==> src/rtl/usbdev_tx_sched.sv <==
// Packet scheduler in front of usb_fs_tx: arbitrates handshake vs IN data requests,
// issues the packet start, streams payload bytes and enforces the inter-packet gap.
module usbdev_tx_sched #(
  parameter int unsigned MinGapCycles  = 8,
  parameter int unsigned TimeoutCycles = 4096,
  parameter int unsigned MaxPktBytes   = 64,
  localparam int unsigned LenW         = $clog2(MaxPktBytes + 1)
) (
  input  logic            clk_i,
  input  logic            rst_ni,
  input  logic            link_reset_i,
  input  logic            hs_req_i,
  input  logic [3:0]      hs_pid_i,
  output logic            hs_ack_o,
  output logic            hs_done_o,
  input  logic            in_req_i,
  input  logic [3:0]      in_pid_i,
  input  logic [LenW-1:0] in_len_i,
  output logic            in_ack_o,
  output logic            in_done_o,
  input  logic [7:0]      in_data_i,
  output logic            in_data_get_o,
  output logic            tx_pkt_start_o,
  output logic [3:0]      tx_pid_o,
  output logic            tx_data_avail_o,
  output logic [7:0]      tx_data_o,
  input  logic            tx_data_get_i,
  input  logic            tx_pkt_end_i,
  output logic            busy_o,
  output logic            err_o
);

  localparam int unsigned ToW  = $clog2(TimeoutCycles);
  localparam int unsigned GapW = $clog2(MinGapCycles + 1);
  localparam logic [ToW-1:0]  ToLast  = ToW'(TimeoutCycles - 1);
  localparam logic [GapW-1:0] GapLast = GapW'(MinGapCycles - 1);
  localparam logic [LenW-1:0] LenMax  = LenW'(MaxPktBytes);

  typedef enum logic [1:0] {
    StIdle,
    StStart,
    StSend,
    StGap
  } state_e;

  state_e          state_reg, state_next;
  logic            sel_in_reg, sel_in_next;
  logic [3:0]      pid_reg, pid_next;
  logic [LenW-1:0] bytes_left_reg, bytes_left_next;
  logic [ToW-1:0]  to_cnt_reg, to_cnt_next;
  logic [GapW-1:0] gap_cnt_reg, gap_cnt_next;
  logic            hs_done_reg, hs_done_next;
  logic            in_done_reg, in_done_next;
  logic            err_reg, err_next;
  logic [LenW-1:0] len_clamped;
  logic            payload_pending;

  // Out-of-range lengths are clipped so the byte counter can never overrun a packet.
  assign len_clamped     = (in_len_i > LenMax) ? LenMax : in_len_i;
  assign payload_pending = sel_in_reg && (bytes_left_reg != '0);

  always_ff @(posedge clk_i or negedge rst_ni) begin
    if (!rst_ni) begin
      state_reg      <= StIdle;
      sel_in_reg     <= 1'b0;
      pid_reg        <= 4'h0;
      bytes_left_reg <= '0;
      to_cnt_reg     <= '0;
      gap_cnt_reg    <= '0;
      hs_done_reg    <= 1'b0;
      in_done_reg    <= 1'b0;
      err_reg        <= 1'b0;
    end else begin
      state_reg      <= state_next;
      sel_in_reg     <= sel_in_next;
      pid_reg        <= pid_next;
      bytes_left_reg <= bytes_left_next;
      to_cnt_reg     <= to_cnt_next;
      gap_cnt_reg    <= gap_cnt_next;
      hs_done_reg    <= hs_done_next;
      in_done_reg    <= in_done_next;
      err_reg        <= err_next;
    end
  end

  always_comb begin
    state_next      = state_reg;
    sel_in_next     = sel_in_reg;
    pid_next        = pid_reg;
    bytes_left_next = bytes_left_reg;
    to_cnt_next     = to_cnt_reg;
    gap_cnt_next    = gap_cnt_reg;
    hs_done_next    = 1'b0;
    in_done_next    = 1'b0;
    err_next        = 1'b0;
    tx_pkt_start_o  = 1'b0;
    hs_ack_o        = 1'b0;
    in_ack_o        = 1'b0;
    tx_data_avail_o = 1'b0;
    tx_data_o       = 8'h00;
    in_data_get_o   = 1'b0;

    if (link_reset_i) begin
      state_next      = StIdle;
      sel_in_next     = 1'b0;
      pid_next        = 4'h0;
      bytes_left_next = '0;
      to_cnt_next     = '0;
      gap_cnt_next    = '0;
    end else begin
      unique case (state_reg)
        StIdle: begin
          if (hs_req_i) begin
            sel_in_next     = 1'b0;
            pid_next        = hs_pid_i;
            bytes_left_next = '0;
            state_next      = StStart;
          end else if (in_req_i) begin
            sel_in_next     = 1'b1;
            pid_next        = in_pid_i;
            bytes_left_next = len_clamped;
            state_next      = StStart;
          end
        end
        StStart: begin
          tx_pkt_start_o = 1'b1;
          hs_ack_o       = !sel_in_reg;
          in_ack_o       = sel_in_reg;
          to_cnt_next    = '0;
          state_next     = StSend;
        end
        StSend: begin
          tx_data_avail_o = payload_pending;
          tx_data_o       = in_data_i;
          in_data_get_o   = tx_data_get_i && payload_pending;
          if (in_data_get_o) begin
            bytes_left_next = bytes_left_reg - 1'b1;
          end
          // A pkt end arriving on the last timeout cycle still counts as a clean finish.
          if (tx_pkt_end_i || (to_cnt_reg == ToLast)) begin
            hs_done_next = !sel_in_reg;
            in_done_next = sel_in_reg;
            err_next     = !tx_pkt_end_i;
            gap_cnt_next = '0;
            state_next   = StGap;
          end else begin
            to_cnt_next = to_cnt_reg + 1'b1;
          end
        end
        StGap: begin
          if (gap_cnt_reg == GapLast) begin
            state_next = StIdle;
          end else begin
            gap_cnt_next = gap_cnt_reg + 1'b1;
          end
        end
        default: state_next = StIdle;
      endcase
    end
  end

  assign busy_o    = (state_reg != StIdle);
  assign tx_pid_o  = busy_o ? pid_reg : 4'h0;
  assign hs_done_o = hs_done_reg;
  assign in_done_o = in_done_reg;
  assign err_o     = err_reg;

endmodule

==> config.mk <==
export PLATFORM = sky130hd
export DESIGN_NAME = usbdev_tx_sched
export DESIGN_NICKNAME = d
export VERILOG_FILES = /design/src/rtl/usbdev_tx_sched.sv
export SDC_FILE = /design/constraint.sdc
export NUM_CORES = 1
export LEC_CHECK = 0
export CAP_MARGIN = 20
export CELL_PAD_IN_SITES_DETAIL_PLACEMENT = 0
export CELL_PAD_IN_SITES_GLOBAL_PLACEMENT = 1
export CORE_MARGIN = 3
export CORE_UTILIZATION = 35
export CTS_CLUSTER_SIZE = 12
export DETAILED_ROUTE_END_ITERATION = 8
export PLACE_DENSITY = 0.73
export SLEW_MARGIN = 20
export SYNTH_ARGS = -nofsm -noshare
export SYNTH_HDL_FRONTEND = slang
export SYNTH_SLANG_ARGS = --single-unit
==> constraint.sdc <==
create_clock -name clk_i -period 5.7 [get_ports clk_i]
set_input_delay 0.855 -clock clk_i [delete_from_list [all_inputs] [get_ports clk_i]]
set_output_delay 0.855 -clock clk_i [all_outputs]
set_load 0.03 [all_outputs]
# Word level (Yosys, flattened, before mapping)
# Index checks and enable logic that the tools add are counted.
[word_totals]
regBits = 33
elab_cells = 91
in_bits = 30
out_inout_bits = 21
[classes]
n_reduce_logical = 18
addsub = 3
n_eq_ne = 11
magnitude_cmp = 1
n_mux = 49
[op_table]
columns = ["operator", "count"]
rows = [
  ["$mux 7", 5],
  ["$mux 4", 8],
  ["$mux 12", 2],
  ["$pmux 12 s2", 1],
  ["$mux 1", 23],
  ["$mux 8", 2],
  ["$ne 3x3->1 const B", 5],
  ["$pmux 7 s2", 1],
  ["$add 12x1->12 const B", 1],
  ["$eq 12x12->1 const B", 1],
  ["$reduce_bool 3->1", 4],
  ["$mux 2", 5],
  ["$reduce_and 3->1", 3],
  ["$pmux 2 s4", 1],
  ["$pmux 4 s2", 1],
  ["$gt 7x7->1 const B", 1],
  ["$reduce_bool 7->1", 1],
  ["$sub 7x1->7 const B", 1],
  ["$add 4x1->4 const B", 1],
  ["$eq 2x2->1 const B", 2],
  ["$eq 4x3->1 const B", 1],
  ["$ne 4x4->1 const B", 1],
  ["$reduce_and 2->1", 2],
  ["$reduce_bool 2->1", 2],
  ["5 further kinds", 7],
]

# Longest topological paths before layout
# Gate-level depths: netlist of run 1.
[depth]
ltp_word = 6
mapped_depth = 9

# Least setup slack after synthesis of run 1
# Ideal clock, no wire load.
[synth_path]
kind = "in2out"
start = "input port link_reset_i"
end = "output port hs_ack_o"
n_path_buf = 2
arrival_time_ps = 2290
required_time_ps = 4845
setup_slack_ps = 2555
cell_stages = 4
cell_sequence = "clkbuf_1 -> clkbuf_1 -> nor2b_1 -> nor2b_1"
[synth_via]
elab_chain_len = 1
[synth_rtl]
columns = ["item", "line", "source"]
rows = [
  ["start, declared", "11", "input logic link_reset_i,"],
  ["$mux 1", "103", "if (link_reset_i) begin"],
  ["end, declared", "14", "output logic hs_ack_o,"],
]
# No other way between the ends.

# Worst setup path after layout of run 1
[layout_path]
start = "input port link_reset_i"
end = "output port in_data_get_o"
[layout_via]
elab_chain_len = 1
[layout_rtl]
columns = ["item", "line", "source"]
rows = [
  ["$mux 1", "103", ""],
  ["end, declared", "22", "output logic in_data_get_o,"],
]
# No other way between the ends.

==> results of run 1 <==
## layout by cell type, fill, tap and decap left out, types with 4 or more instances in the layout
master and instances:
a21oi_1 10, nand3_1 12, nand4_1 5, and2_1 11
clkdlybuf4s50_1 50, nor2b_1 10, nor3_1 7, nand2_1 26
o21a_1 4, inv_1 8, ha_1 9, and3_1 6
nand2b_1 5, a31oi_1 7, o31ai_1 6, clkbuf_8 5
o21ai_0 15, mux2i_1 7, o21ai_1 6, nor2_1 15
dfrtp_1 33
## kinds of logic after synthesis
| family | share of synthesized area [%] |
|---|---|
| adders and majority gates | 5.08 |
| and+or+nand+nor | 29.3 |
| AOI/OAI and AO/OA | 19.9 |
| DFF | 37.2 |
| buffers and inverters | 4.29 |
| muxes | 4.18 |
## metal layers
layer | wire [µm] | part of all wire [%] | up-vias | GRT usage (%)
li1 | - | - | 1019 | -
met1 | 2680 | 48 | 972 | 21.9
met2 | 2520 | 45 | 65 | 25.4
met3 | 391 | 7.0 | 2 | 4.03
met4 | 24 | 0.43 | 0 | 4.17
met5 | 0 | 0 | - | 0
## tightest hold or removal path, stage by stage, from the launching register on
cell and delay, ns:
dfrtp_1 0.33, nand2_1 0.05, o31ai_1 0.05
## through the flow
stage	area [µm²]	power [mW]	setup slack (ns)
5_1_grt	2840	0.900	1.68
3_5_place_dp	2760	0.673	1.92
6_report	2840	0.837	1.93
4_1_cts	2840	0.850	1.88
2_1_floorplan	2220	0.561	2.56
3_3_place_gp	2760	0.671	1.96
## where the power goes
part	internal, mW	switching (mW)
Sequential	0.262	0.0257
Combinational	0.159	0.217
Clock	0.0847	0.0885
Total	0.505	0.332
## layout make-up
cell class              instances  area [µm²]  area share [%]
multi-input cells             200        1300            45.6
inverters                       8        30.0            1.06
clock buffers                   6        72.6            2.55
clock inverters                 2        10.0           0.352
flip-flops and latches         33         826            29.0
well taps                      75        93.8            3.30
repair buffers                 52         515            18.1
## worst paths after layout
check	startpoint	to	slack, ns	cells after the start
max	link_reset_i	in_data_get_o	1.93	5
min	pid_reg[1]	pid_reg[1]	0.47	2
max reg2reg	state_reg[0]	gap_cnt_reg[2]	3.01	7
min reg2reg	pid_reg[1]	pid_reg[1]	0.47	2
max in group asynchronous	rst_ni	state_reg[0]	4.41	2
min in group asynchronous	rst_ni	bytes_left_reg[4]	0.98	2
==> impl_metrics.csv, run 1 <==
group,metric,value,unit
status,status,"finished clean",
layout,synthToLayoutAreaGrowth,28.3,%
power_and_ir_drop,p_leak,1.20,nW
sta,grt_setup_unrepaired,"no",
sta,post-route-min-period,3.77,ns
floorplanning,rows,28,
floorplanning,ios,51,
synthesis,yosys_warnings,0,
synthesis,ys_top_cells_by_count,"dfrtp_1, nand2_1, nor2_1, o21ai_0, nand3_1",
clock_tree,cts_tree,"built",
flow_run,maxCapViolCount,0,
drt,totalWireLength,5610,µm
power_and_ir_drop,p_per_area,294,mW/mm²
drt,drtIter0Drc,83,
floorplanning,start_util,36.8,%
global_routing,grt_start_max_net_pins,34,
sta,relSlewSlack,59.7,%
floorplanning,die_area,0.00733,mm²
synthesis,syn_inst,252,
layout,largest_reg_flops,12,
worst_setup_path,end_kind,"output port",
drt,num_vias,2058,
drt,dr.pass1.iters,4,
clock_tree,cts_hold_buf,0,
global_routing,grt_pass1_vias,2037,
floorplanning,core_region_area,0.00603,mm²
sta,fmax,0.265,GHz
sta,setup_viol,0,
layout,diodes,0,
worst_setup_path,path_common_cell,"clkdlybuf4s50_1",
worst_setup_path,max_stage_delay,0.71,ns
layout,n_fill_cell,608,
synthesis,ys_ff_latch,33,
clock_tree,clk_pin_slew,0.07,ns
floorplanning,fp.dieH,85.6,µm
worst_setup_path,critPathTopFamily,"buffers and inverters",
hold_path,hold_class,"register to register",
synthesis,synthesis.nets,291,
sta,fin_skew,0.00986,ns
place,dp.cells,368,
global_routing,overflow,0,
synthesis,synthFlopType,"dfrtp_1",
sta,min_period_over_period,66.2,%
place,dpl.hpwl,4090,µm
worst_setup_path,crit_required,4.85,ns
worst_setup_path,worstPathBufferInverterCount,3,
drt,antenna_left,0,
place,place_congestion,0.809,
clock_tree,root_buffer,"clkbuf_8",
worst_setup_path,critical_path.max_fanout,19,
clock_tree,clockBufferDepth,2,
layout,drive_gt1_share,5.98,%
synthesis,synth_cell_types,53,
layout,nets,339,
synthesis,yosysTopAreaCell,"dfrtp_1",
synthesis,yosysSeqAreaShare,37.2,%
clock_tree,cts_setup_buffers,0,
worst_setup_path,cpMaxStageDelayCell,"clkdlybuf4s50_1",
global_routing,antenna_found_initial,0,
clock_tree,clkSinkCount,33,
global_routing,grt_pass1_wl,9510,µm
synthesis,async_flop_share,100,%
synthesis,synthesis.area,0.00222,mm²
synthesis,avgSynthCellArea,8.80,µm²
sta,worst_pin_slew,0.604,ns
sta,fin_setup_tns,0,ns
worst_setup_path,start_kind,"input port",
clock_tree,clock_latency,0.29,ns
drt,post_drt_wl_per_cell,14.9,µm
clock_tree,cts_max_level,2,
place,portBuffers,50,
layout,layout.cells.non_filler,376,
clock_tree,cts_made_buffers,5,
synthesis,synth_most_common_cell,"dfrtp_1",
worst_setup_path,cp.arrival,2.92,ns
synthesis,synth_area_leaders,"dfrtp_1, ha_1, nand2_1",
clock_tree,post_cts_resized,0,
sta,slew_viol_final,0,
worst_setup_path,critical_path.cell_chain,"clkdlybuf4s50_1 > buf_4 > nand2b_1 > nor3b_1 > clkdlybuf4s50_1",
floorplanning,die_x,85.6,µm
layout,utilization,47.2,%
global_routing,groute.usage.overall,16.1,%
synthesis,yosysTopAreaCellShare,37.2,%
sta,hold_slack,0.469,ns
synthesis,synth_edf_count,0,
power_and_ir_drop,vdd_ir_drop_max,0.000132,V
drt,viasPerCell,5.47,
worst_setup_path,critical_path_class,"input port to output port",
sta,timing.final.hold_violations,0,
drt,drc_errors,0,
Power figures use the tool's default switching activity.
==> run 2, diff against run 1 <==
--- a/config.mk
+++ b/config.mk
@@ -9,10 +9,10 @@
 export CELL_PAD_IN_SITES_DETAIL_PLACEMENT = 0
 export CELL_PAD_IN_SITES_GLOBAL_PLACEMENT = 1
 export CORE_MARGIN = 3
-export CORE_UTILIZATION = 35
+export CORE_UTILIZATION = 34
 export CTS_CLUSTER_SIZE = 12
 export DETAILED_ROUTE_END_ITERATION = 8
-export PLACE_DENSITY = 0.73
+export PLACE_DENSITY = 0.74
 export SLEW_MARGIN = 20
 export SYNTH_ARGS = -nofsm -noshare
 export SYNTH_HDL_FRONTEND = slang
==> constraint.sdc (replaced) <==
create_clock -name clk_i -period 3.3 [get_ports clk_i]
set_input_delay 0.495 -clock clk_i [delete_from_list [all_inputs] [get_ports clk_i]]
set_output_delay 0.495 -clock clk_i [all_outputs]
set_load 0.03 [all_outputs]
==> impl_metrics.csv, run 2 (same netlist as run 1, synthesis figures left out) <==
group,metric,value,unit
global_routing,antenna_found_initial,0,
global_routing,groute.usage.overall,16.4,%
sta,grt_setup_unrepaired,"no",
clock_tree,clockBufferDepth,2,
drt,dr.pass1.iters,4,
clock_tree,post_cts_resized,0,
floorplanning,core_region_area,0.00613,mm²
worst_setup_path,critical_path_class,"register to output port",
global_routing,grt_start_max_net_pins,34,
floorplanning,die_x,86.8,µm
worst_setup_path,critical_path.max_fanout,17,
power_and_ir_drop,p_leak,1.25,nW
layout,largest_reg_flops,12,
layout,layout_commonest_cell,"clkdlybuf4s50_1",
hold_path,worstHoldPathCells,2,
floorplanning,ios,51,
sta,fmax,0.329,GHz
floorplanning,fp.dieH,86.8,µm
sta,setup_viol,0,
clock_tree,cts_tree,"built",
hold_path,hold_class,"register to register",
power_and_ir_drop,p_per_area,556,mW/mm²
worst_setup_path,start_kind,"register",
hold_path,holdPathEnd,"pid_reg[3]",
layout,layout_common_cells,"clkdlybuf4s50_1, dfrtp_1, nand2_1",
sta,hold_slack,0.478,ns
clock_tree,root_buffer,"clkbuf_8",
global_routing,grt_pass1_vias,2002,
worst_setup_path,end_kind,"output port",
floorplanning,die_area,0.00753,mm²
sta,slew_viol_final,0,
layout,multi_input_area,0.00130,mm²
drt,drc_errors,0,
sta,fin_setup_tns,0,ns
worst_setup_path,r2r_cells,7,
global_routing,overflow,0,
place,dpl.hpwl,4450,µm
sta,relSlewSlack,55.6,%
drt,post_drt_wl_per_cell,15.4,µm
clock_tree,clock_latency,0.29,ns
worst_setup_path,regToRegSetupSlack,0.92,ns
layout,diodes,0,
clock_tree,cts_setup_buffers,0,
floorplanning,rows,28,
worst_setup_path,worstReg2RegStart,"state_reg[1]",
sta,min_period_over_period,92.1,%
drt,totalWireLength,5880,µm
sta,worst_pin_slew,0.661,ns
status,status,"finished clean",
clock_tree,cts_made_buffers,5,
clock_tree,clkSinkCount,33,
clock_tree,clk_pin_slew,0.07,ns
layout,final-seq-area,826,µm²
sta,post-route-min-period,3.04,ns
drt,num_vias,2029,
layout,nets,344,
floorplanning,start_util,36.2,%
layout,synthToLayoutAreaGrowth,32.2,%
power_and_ir_drop,vdd_ir_drop_max,0.000352,V
sta,fin_skew,0.00834,ns
worst_setup_path,cp.arrival,2.54,ns
place,portBuffers,50,
flow_run,maxCapViolCount,0,
sta,timing.final.hold_violations,0,
layout,drive_gt1_share,8.17,%
drt,antenna_left,0,
place,place_congestion,0.799,
drt,drtIter0Drc,104,
drt,viasPerCell,5.33,
worst_setup_path,r2r-end,"bytes_left_reg[4]",
global_routing,grt_pass1_wl,9830,µm
hold_path,worst_hold_startpoint,"pid_reg[3]",
clock_tree,cts_max_level,2,
worst_setup_path,crit_required,2.80,ns
layout,n_fill_cell,572,
clock_tree,cts_hold_buf,0,
==> run 2: cell type report <==
type                       instances  share of cell area, %
timing repair buffer              57                   18.8
clock inverter                     3                   2.22
tap                               75                   3.20
clock buffer                       5                   2.35
inverter                           8                   1.02
multi-input combinational        200                   44.2
sequential                        33                   28.2
==> run 2: report_power, final <==
group          switching, mW  total (mW)  internal, mW
Combinational          0.392       0.673         0.281
Clock                  0.158       0.458         0.300
Sequential            0.0454       0.498         0.452
Total                  0.595        1.63          1.03
==> run 2: routing by layer <==
metal | vias to the layer above | share of wire, % | track usage, %
met1 | 968 | 51 | 23.6
li1 | 1029 | - | -
met3 | 5 | 3.1 | 3.42
met2 | 27 | 45 | 25.4
met5 | - | 0 | 0
met4 | 0 | 0.75 | 3.54
==> run 2: critical path, cell delays in order (launching register included) <==
cell and delay [ns]:
dfrtp_1 0.41, inv_1 0.14, ha_1 0.54, and2b_1 0.34, and2_1 0.16, clkdlybuf4s50_1 0.67
==> run 2: through the flow <==
step           util (%)  cell area (µm²)  power [mW]  worst slack [ns]  std cells
6_report           47.8             2930        1.63             0.260        381
3_5_place_dp       45.6             2800        1.17             0.502        373
5_1_grt            47.8             2930        1.73            0.0783        381
3_3_place_gp       45.6             2800        1.18             0.545        373
2_1_floorplan         -             2220       0.969             0.803        252
4_1_cts            47.8             2930        1.64             0.227        381
==> run 2: worst max path at each step <==
stage,from,endpoint,slack (ns),cells past startpoint
global route,state_reg[0],tx_data_o[6],0.08,5
floorplan,state_reg[0],tx_data_avail_o,0.80,7
detailed placement,link_reset_i,tx_data_o[6],0.50,4
CTS,state_reg[0],tx_data_o[1],0.23,5
finish,state_reg[0],tx_data_o[6],0.26,5
global placement,link_reset_i,tx_data_o[5],0.55,4
